## src/rtl/axis_weight_scheduler_if.sv

```systemverilog
// rtl/axis_weight_scheduler_if.sv - stream handshake bundle (tdata/tvalid/tready/tlast)
interface axis_weight_scheduler_if #(
    parameter int DATA_WIDTH = 128
);
    logic                  tvalid;
    logic                  tready;
    logic [DATA_WIDTH-1:0] tdata;
    logic                  tlast;

    modport master (output tvalid, output tdata, output tlast, input tready);
    modport slave  (input tvalid, input tdata, input tlast, output tready);
endinterface

```

## src/rtl/axis_weight_scheduler.sv

```systemverilog
// rtl/axis_weight_scheduler.sv - per-packet weight sequencer in front of a stream multiplier
module axis_weight_scheduler #(
    parameter int SDATA_WIDTH  = 128,
    parameter int WEIGHT_WIDTH = 8,
    parameter int NUM_WEIGHTS  = 16,
    parameter int IDX_WIDTH    = 4
) (
    input  logic                      CLK,
    input  logic                      reset,
    input  logic                      cfg_wr_en,
    input  logic [IDX_WIDTH-1:0]      cfg_addr,
    input  logic [WEIGHT_WIDTH:0]     cfg_wdata,
    input  logic [IDX_WIDTH:0]        cfg_num,
    input  logic                      enable,
    axis_weight_scheduler_if.slave    s_axis,
    axis_weight_scheduler_if.master   m_axis,
    output logic [WEIGHT_WIDTH:0]     bWeight,
    output logic [IDX_WIDTH-1:0]      weight_idx,
    output logic                      busy
);
    typedef enum logic [1:0] {IDLE, LOAD, RUN, DRAIN} state_t;

    localparam logic [IDX_WIDTH:0]   NUM_MAX = (IDX_WIDTH+1)'(NUM_WEIGHTS);
    localparam logic [IDX_WIDTH:0]   ONE_NUM = {{IDX_WIDTH{1'b0}}, 1'b1};
    localparam logic [IDX_WIDTH-1:0] ONE_IDX = {{(IDX_WIDTH-1){1'b0}}, 1'b1};

    state_t                  state, state_n;
    logic [WEIGHT_WIDTH:0]   wtable [NUM_WEIGHTS];
    logic [IDX_WIDTH:0]      num_q;
    logic                    in_pkt;
    logic                    gate, beat, end_beat;
    logic                    start, advance;
    logic [IDX_WIDTH:0]      last_idx;
    logic [IDX_WIDTH-1:0]    idx_next;
    logic [SDATA_WIDTH-1:0]  pass_data;

    // Data path is pure wiring; only the handshake is gated by state.
    assign gate          = (state == RUN) || (state == DRAIN);
    assign m_axis.tvalid = s_axis.tvalid & gate;
    assign s_axis.tready = m_axis.tready & gate;
    assign pass_data     = s_axis.tdata;
    assign m_axis.tdata  = pass_data;
    assign m_axis.tlast  = s_axis.tlast;
    assign busy          = (state != IDLE);

    assign beat     = s_axis.tvalid & s_axis.tready;
    assign end_beat = beat & s_axis.tlast;

    // Wrap also covers an index that somehow sits beyond the active range.
    assign last_idx = num_q - ONE_NUM;
    assign idx_next = ({1'b0, weight_idx} >= last_idx) ? '0 : weight_idx + ONE_IDX;

    always_ff @(posedge CLK or posedge reset) begin
        if (reset) begin
            for (int i = 0; i < NUM_WEIGHTS; i++) wtable[i] <= '0;
        end else if (cfg_wr_en) begin
            wtable[cfg_addr] <= cfg_wdata;
        end
    end

    always_ff @(posedge CLK or posedge reset) begin
        if (reset) state <= IDLE;
        else       state <= state_n;
    end

    always_comb begin
        state_n = state;
        start   = 1'b0;
        advance = 1'b0;
        case (state)
            IDLE: begin
                if (enable && (cfg_num != '0)) begin
                    state_n = LOAD;
                    start   = 1'b1;
                end
            end
            LOAD: state_n = RUN;
            RUN: begin
                if (end_beat) begin
                    advance = 1'b1;
                    state_n = enable ? LOAD : IDLE;
                end else if (!enable && !beat) begin
                    state_n = in_pkt ? DRAIN : IDLE;
                end
            end
            DRAIN: begin
                // enable is deliberately ignored here; only the packet end matters.
                if (end_beat) begin
                    advance = 1'b1;
                    state_n = IDLE;
                end
            end
            default: state_n = IDLE;
        endcase
    end

    always_ff @(posedge CLK or posedge reset) begin
        if (reset) begin
            weight_idx <= '0;
            num_q      <= '0;
            bWeight    <= '0;
            in_pkt     <= 1'b0;
        end else begin
            if (start) begin
                weight_idx <= '0;
                num_q      <= (cfg_num > NUM_MAX) ? NUM_MAX : cfg_num;
            end else if (advance) begin
                weight_idx <= idx_next;
            end
            // Read happens before a same-cycle table write lands.
            if (state == LOAD) bWeight <= wtable[weight_idx];
            if (beat) in_pkt <= ~s_axis.tlast;
        end
    end
endmodule

```

## src/flat_wrapper.sv

```systemverilog
// flat-port wrapper written by rule: the top's interface ports become plain ports
module axis_weight_scheduler_flat 
#(
    parameter int SDATA_WIDTH  = 128,
    parameter int WEIGHT_WIDTH = 8,
    parameter int NUM_WEIGHTS  = 16,
    parameter int IDX_WIDTH    = 4
)
  (CLK, reset, cfg_wr_en, cfg_addr, cfg_wdata, cfg_num, enable, bWeight, weight_idx, busy, s_axis_tvalid, s_axis_tdata, s_axis_tlast, s_axis_tready, m_axis_tvalid, m_axis_tdata, m_axis_tlast, m_axis_tready);
  axis_weight_scheduler_if #(.DATA_WIDTH(128)) s_axis_i ();
  axis_weight_scheduler_if #(.DATA_WIDTH(128)) m_axis_i ();
  input  logic CLK;
  input  logic reset;
  input  logic cfg_wr_en;
  input  logic [IDX_WIDTH-1:0] cfg_addr;
  input  logic [WEIGHT_WIDTH:0] cfg_wdata;
  input  logic [IDX_WIDTH:0] cfg_num;
  input  logic enable;
  output logic [WEIGHT_WIDTH:0] bWeight;
  output logic [IDX_WIDTH-1:0] weight_idx;
  output logic busy;
  input wire logic [$bits(s_axis_i.tvalid)-1:0] s_axis_tvalid;
  input wire logic [$bits(s_axis_i.tdata)-1:0] s_axis_tdata;
  input wire logic [$bits(s_axis_i.tlast)-1:0] s_axis_tlast;
  output wire logic [$bits(s_axis_i.tready)-1:0] s_axis_tready;
  output wire logic [$bits(m_axis_i.tvalid)-1:0] m_axis_tvalid;
  output wire logic [$bits(m_axis_i.tdata)-1:0] m_axis_tdata;
  output wire logic [$bits(m_axis_i.tlast)-1:0] m_axis_tlast;
  input wire logic [$bits(m_axis_i.tready)-1:0] m_axis_tready;
  assign s_axis_i.tvalid = s_axis_tvalid;
  assign s_axis_i.tdata = s_axis_tdata;
  assign s_axis_i.tlast = s_axis_tlast;
  assign s_axis_tready = s_axis_i.tready;
  assign m_axis_tvalid = m_axis_i.tvalid;
  assign m_axis_tdata = m_axis_i.tdata;
  assign m_axis_tlast = m_axis_i.tlast;
  assign m_axis_i.tready = m_axis_tready;
  axis_weight_scheduler #(.SDATA_WIDTH(SDATA_WIDTH), .WEIGHT_WIDTH(WEIGHT_WIDTH), .NUM_WEIGHTS(NUM_WEIGHTS), .IDX_WIDTH(IDX_WIDTH)) u_core (.CLK(CLK), .reset(reset), .cfg_wr_en(cfg_wr_en), .cfg_addr(cfg_addr), .cfg_wdata(cfg_wdata), .cfg_num(cfg_num), .enable(enable), .s_axis(s_axis_i), .m_axis(m_axis_i), .bWeight(bWeight), .weight_idx(weight_idx), .busy(busy));
endmodule
```

## config.mk

```make
export PLATFORM = sky130hd
export DESIGN_NAME = axis_weight_scheduler_flat
export DESIGN_NICKNAME = d
export VERILOG_FILES = /design/src/rtl/axis_weight_scheduler_if.sv /design/src/rtl/axis_weight_scheduler.sv /design/src/flat_wrapper.sv
export SDC_FILE = /design/constraint.sdc
export NUM_CORES = 1
export LEC_CHECK = 0
export CAP_MARGIN = 20
export CORE_MARGIN = 1.5
export CORE_UTILIZATION = 40
export CTS_CLUSTER_DIAMETER = 80
export DETAILED_ROUTE_END_ITERATION = 8
export GPL_TIMING_DRIVEN = 0
export PLACE_DENSITY = 0.72
export SETUP_SLACK_MARGIN = 0.02
export SKIP_LAST_GASP = 1
export SLEW_MARGIN = 20
export SYNTH_ARGS = -nofsm -noshare
export SYNTH_HDL_FRONTEND = slang
export SYNTH_SLANG_ARGS = --single-unit
```

## constraint.sdc

```tcl
create_clock -name CLK -period 8.06 [get_ports CLK]
set_clock_uncertainty 0.1 [all_clocks]
set_input_delay 1.612 -clock CLK [delete_from_list [all_inputs] [get_ports CLK]]
set_output_delay 1.612 -clock CLK [all_outputs]
set_load 0.005 [all_outputs]
```

Word level (Yosys, flattened, before mapping)

Cells that the tools add are included.

Register bits after elaboration: 165
Bits in latches: 0
Bits in writable memories: 0
Bits in read-only memories: 0
Bits of input ports: 153
Output and inout port bits: 145
Memories kept: 0

$add $sub $neg: 2
$mul: 0
Div/mod/pow operators: 0
Order comparisons: 5
Equality and inequality tests: 6
Shift-type cells: 0
Multiplexer cells: 21
Bitwise logic cells: 7
Reduce and logical (&&, ||, !) cells: 12

Operator list:

| kind                                                        | number |
|---|---|
| bitwise mux 144 bit                                         | 1 |
| binary-select mux 9 bit (select 4 bit)                      | 1 |
| demux 9 bit (select 4 bit)                                  | 1 |
| 2-to-1 mux 9 bit                                            | 3 |
| 2-to-1 mux 4 bit                                            | 3 |
| greater-or-equal comparator 5 bit (second input constant)   | 2 |
| 2-to-1 mux 2 bit                                            | 5 |
| NOT 4 -> 5 bit                                              | 2 |
| case mux 2 bit (4 select lines)                             | 1 |
| greater-or-equal comparator 4 x 5 -> 1 bit                  | 1 |
| greater-than comparator 5 bit (second input constant)       | 1 |
| less-than comparator 5 x 1 -> 1 bit (second input constant) | 1 |
| 2-to-1 mux 1 bit                                            | 5 |
| 2-to-1 mux 5 bit                                            | 1 |
| nonzero test 5 bit                                          | 1 |
| subtractor 5 x 1 -> 5 bit (second input constant)           | 1 |
| adder 4 x 1 -> 4 bit (second input constant)                | 1 |
| bitwise AND 1 bit                                           | 4 |
| equality test 2 bit (second input constant)                 | 2 |
| != test 2 x 1 -> 1 bit (second input constant)              | 2 |
| nonzero test 2 bit                                          | 2 |
| logical AND 1 bit                                           | 3 |
| != test 3 x 2 -> 1 bit (second input constant)              | 1 |
| AND reduction 3 bit                                         | 1 |
| 6 further kinds                                             | 7 |

Depth between registers and ports, before layout

Depth in word-level cells: 9
Depth in mapped cells: 9
Gate-level depth less buffers: 8

Least setup slack after synthesis

Ideal clock, no wire load.

Path kind: input to output
Start point: input port s_axis_tvalid
End point: output port m_axis_tvalid
Arrival: 1772 ps
Required time: 6348 ps
Path slack: 4576 ps
Stages: 1
Buffers on the path: 0
Cell sequence: and2_1

Longest elaborated chain between the ends: 1

RTL lines:

| item              | RTL line                    | RTL |
|---|---|---|
| start, declared   | flat_wrapper.sv:22          | `input wire logic [$bits(s_axis_i.tvalid)-1:0] s_axis_tvalid;` |
| bitwise AND 1 bit | axis_weight_scheduler.sv:39 | `assign m_axis.tvalid = s_axis.tvalid & gate;` |
| end, declared     | flat_wrapper.sv:26          | `output wire logic [$bits(m_axis_i.tvalid)-1:0] m_axis_tvalid;` |

No other way between the ends.

Final worst setup path

Same ends and word-level chain as after synthesis.

==> results.yml <==
yosys:
  ys_top_cells_by_area: "dfrtp_1 (48%), mux2_2 (19%), buf_4 (12%)"
  synthMuxAreaShare_pct: 28.9
  syn-num-nets: 829
  seq_area_frac_synth_pct: 48.0
  yosysWarningCount: 0
  ys_seq_elements: 165
  ys_types: 41
  ys.flop_type: "dfrtp_1"
  yosys.area_share.simple_pct: 4.42
  synthCells: 670
  synth_area_sq_um: 8610
  avgSynthCellArea_sq_um: 12.9
  synthArstFlopShare_pct: 100
  synth_top_cell_area_share_pct: 48.0
  synthAdderAreaFrac_pct: 0.872
  synth_edf_count: 0
  synth-xor-area-share_pct: 0.305
  synth_compound_area_share_pct: 4.30
  synth_top_family_by_area: "multiplexers"
  yosys.area.top_type: "dfrtp_1"
sta:
  post-route-min-period_ns: 4.61
  fmax_ghz: 0.217
  post-route-period-util_pct: 57.2
  rsz0062_at_grt: "no"
  hold_viol_final: 0
  finalMaxSlewViolations: 0
  slew-limit-headroom_pct: 36.5
  max_slew.worst_pin.slew_ns: 0.952
  setup_viol: 0
cts:
  htree_num_levels: 4
  numCtsBuffers: 17
  post_cts_resized: 0
  cts_hold_buf: 0
  clk_latency_ns: 0.43
  cts_sinks: 165
  postCtsSetupBuffers: 0
  clk_path_buf_depth: 2
  clkTransAtPathRegs_ns: 0.06
  cts_root_buf: "clkbuf_16"
  cts_tree: "done"
critical_path:
  critPathBufInv: 2
  crit_path_frequent_cell: "clkdlybuf4s50_1"
  crit_type: "input port to output port"
  path_max_fanout: 3
  crit_family: "buffers and inverters"
  arrival_ns: 2.90
  crit_required_ns: 6.35
  cpMaxStageDelayCell: "clkdlybuf4s50_1"
  worstSetupStartpointType: "input port"
  worstSetupEndpointType: "output port"
  path_cells: "clkdlybuf4s50_1 > and2_1 > clkdlybuf4s50_1"
  cp_slowest_stage_delay_ns: 0.59
outcome:
  outcome: "finished, final reports clean"
finish:
  multi_input_area_sq_um: 3340
  n_fill_cell: 1797
  final_common_cell: "clkdlybuf4s50_1"
  seq_area_sq_um: 4130
  final_core_util_pct: 53.3
  nets: 1016
  area_delta_synth_final_pct: 30.5
  drive_above_1_share_pct: 40.2
  final_cell_mix: "clkdlybuf4s50_1 (167), dfrtp_1 (165), mux2_2 (145), buf_4 (134), mux2i_1 (45)"
placed_design:
  portBuffers: 167
  gp_routability_congestion: 0.760
  dp.final_hpwl_mm: 18.6
detailed_routing:
  routed_wl_mm: 24.4
  antenna_left: 0
  via_count: 5865
  drtIter0Drc: 322
  drt_drc_violations_left: 0
  viasPerCell: 5.11
  wl_per_cell_um: 21.2
  first_pass_iters: 4
grt:
  grt_overflow: 0
  grt_max_degree: 97
  grt_pass1_vias: 5831
  groute.usage.overall_pct: 22.0
  grt_pass1_wl_mm: 35.6
  antenna_found_initial: 1
power_and_ir_drop:
  peakVddDrop_v: 0.000171
  p_total_mw: 3.04
  p_leak_nw: 4.82
  powerDensity_nw_per_um2: 270
floorplanning:
  initial_core_util_pct: 40.8
  core_area_sq_um: 21100
  fp.dieArea_sq_um: 22400
  dieHeight_um: 150
  rows: 53
  io_pins: 298
  die_w_um: 150
hold_path:
  holdCritPathClass: "register to register"
job:
  drv_cap: 0
## report_power, final
part / switching [mW] / internal, mW / total, mW
Clock: 0.335 / 0.451 / 0.786
Sequential: 0.132 / 1.05 / 1.18
Combinational: 0.484 / 0.589 / 1.07
Total: 0.950 / 2.09 / 3.04
## registers in the layout, indices dropped and copies added, names as in the netlist
| name | cells |
|---|---|
| u_core.weight_idx | 4 |
| u_core.state | 2 |
| u_core.bWeight | 9 |
| u_core.num_q | 5 |
| u_core.in_pkt | 1 |
| u_core.wtable | 144 |
## cell families after synthesis
| family | Yosys count |
|---|---|
| muxes | 208 |
| and+or+nand+nor | 66 |
| xor gates and xnor gates | 3 |
| AOI/OAI and AO/OA | 55 |
| adders and majority gates | 6 |
| buffers and inverters | 167 |
| DFF | 165 |
## worst paths after layout
path / from / endpoint / slack [ns] / depth (start not counted)
max reg2reg: u_core.weight_idx[0] / u_core.weight_idx[0] / 4.91 / 9
min: u_core.wtable[115] / u_core.wtable[115] / 0.40 / 1
max in group asynchronous: reset / u_core.wtable[60] / 5.49 / 3
min reg2reg: u_core.wtable[115] / u_core.wtable[115] / 0.40 / 1
min in group asynchronous: reset / u_core.wtable[94] / 1.53 / 2
max: s_axis_tvalid / m_axis_tvalid / 3.45 / 3
## through the flow
stage	instance area, sq um	hold slack [ns]	setup slack [ns]	setup TNS (ns)	std cells
2_1_floorplan	8610	0.372	1.89	0	670
3_3_place_gp	10600	0.383	-0.399	-64.08	1112
3_5_place_dp	10700	0.387	3.45	0	1113
4_1_cts	11200	0.402	3.45	0	1145
5_1_grt	11200	0.413	3.44	0	1145
6_report	11200	0.398	3.45	0	1147
## worst reg2reg max path, stage by stage, from the launching register on
cell and delay [ns]:
dfrtp_1 0.46, buf_2 0.22, buf_4 0.28, buf_2 0.35, inv_1 0.09, ha_1 0.29
nand2b_1 0.13, a2111oi_1 0.64, o31ai_1 0.25, o21ai_0 0.25
## layout make-up
type	count	share of cell area, %
repair buffers	168	15.1
well taps	275	3.06
clock buffers	22	4.22
multi-input cells	338	29.7
inverters	6	0.267
flip-flops and latches	165	36.8
plain buffers	161	9.95
clock inverters	10	0.846
diodes	2	0.0445
## cells in the mapped netlist (all sizes together), types with 6 or more instances
| master | instances |
|---|---|
| mux2i | 45 |
| o21ai | 6 |
| nand2b | 14 |
| mux4 | 18 |
| clkbuf | 18 |
| a21oi | 10 |
| ha | 6 |
| o32ai | 10 |
| inv | 6 |
| mux2 | 145 |
| buf | 143 |
| nand2 | 9 |
| o22ai | 18 |
| dfrtp | 165 |
| nor2 | 14 |
## metal layers
layer / global-route usage, % / wire length [um]
met1: 29.7 / 10200
met3: 5.06 / 1740
met2: 35.8 / 12200
met5: 0 / 0
met4: 5.88 / 305
No activity file was read; power rests on OpenSTA's default activity.
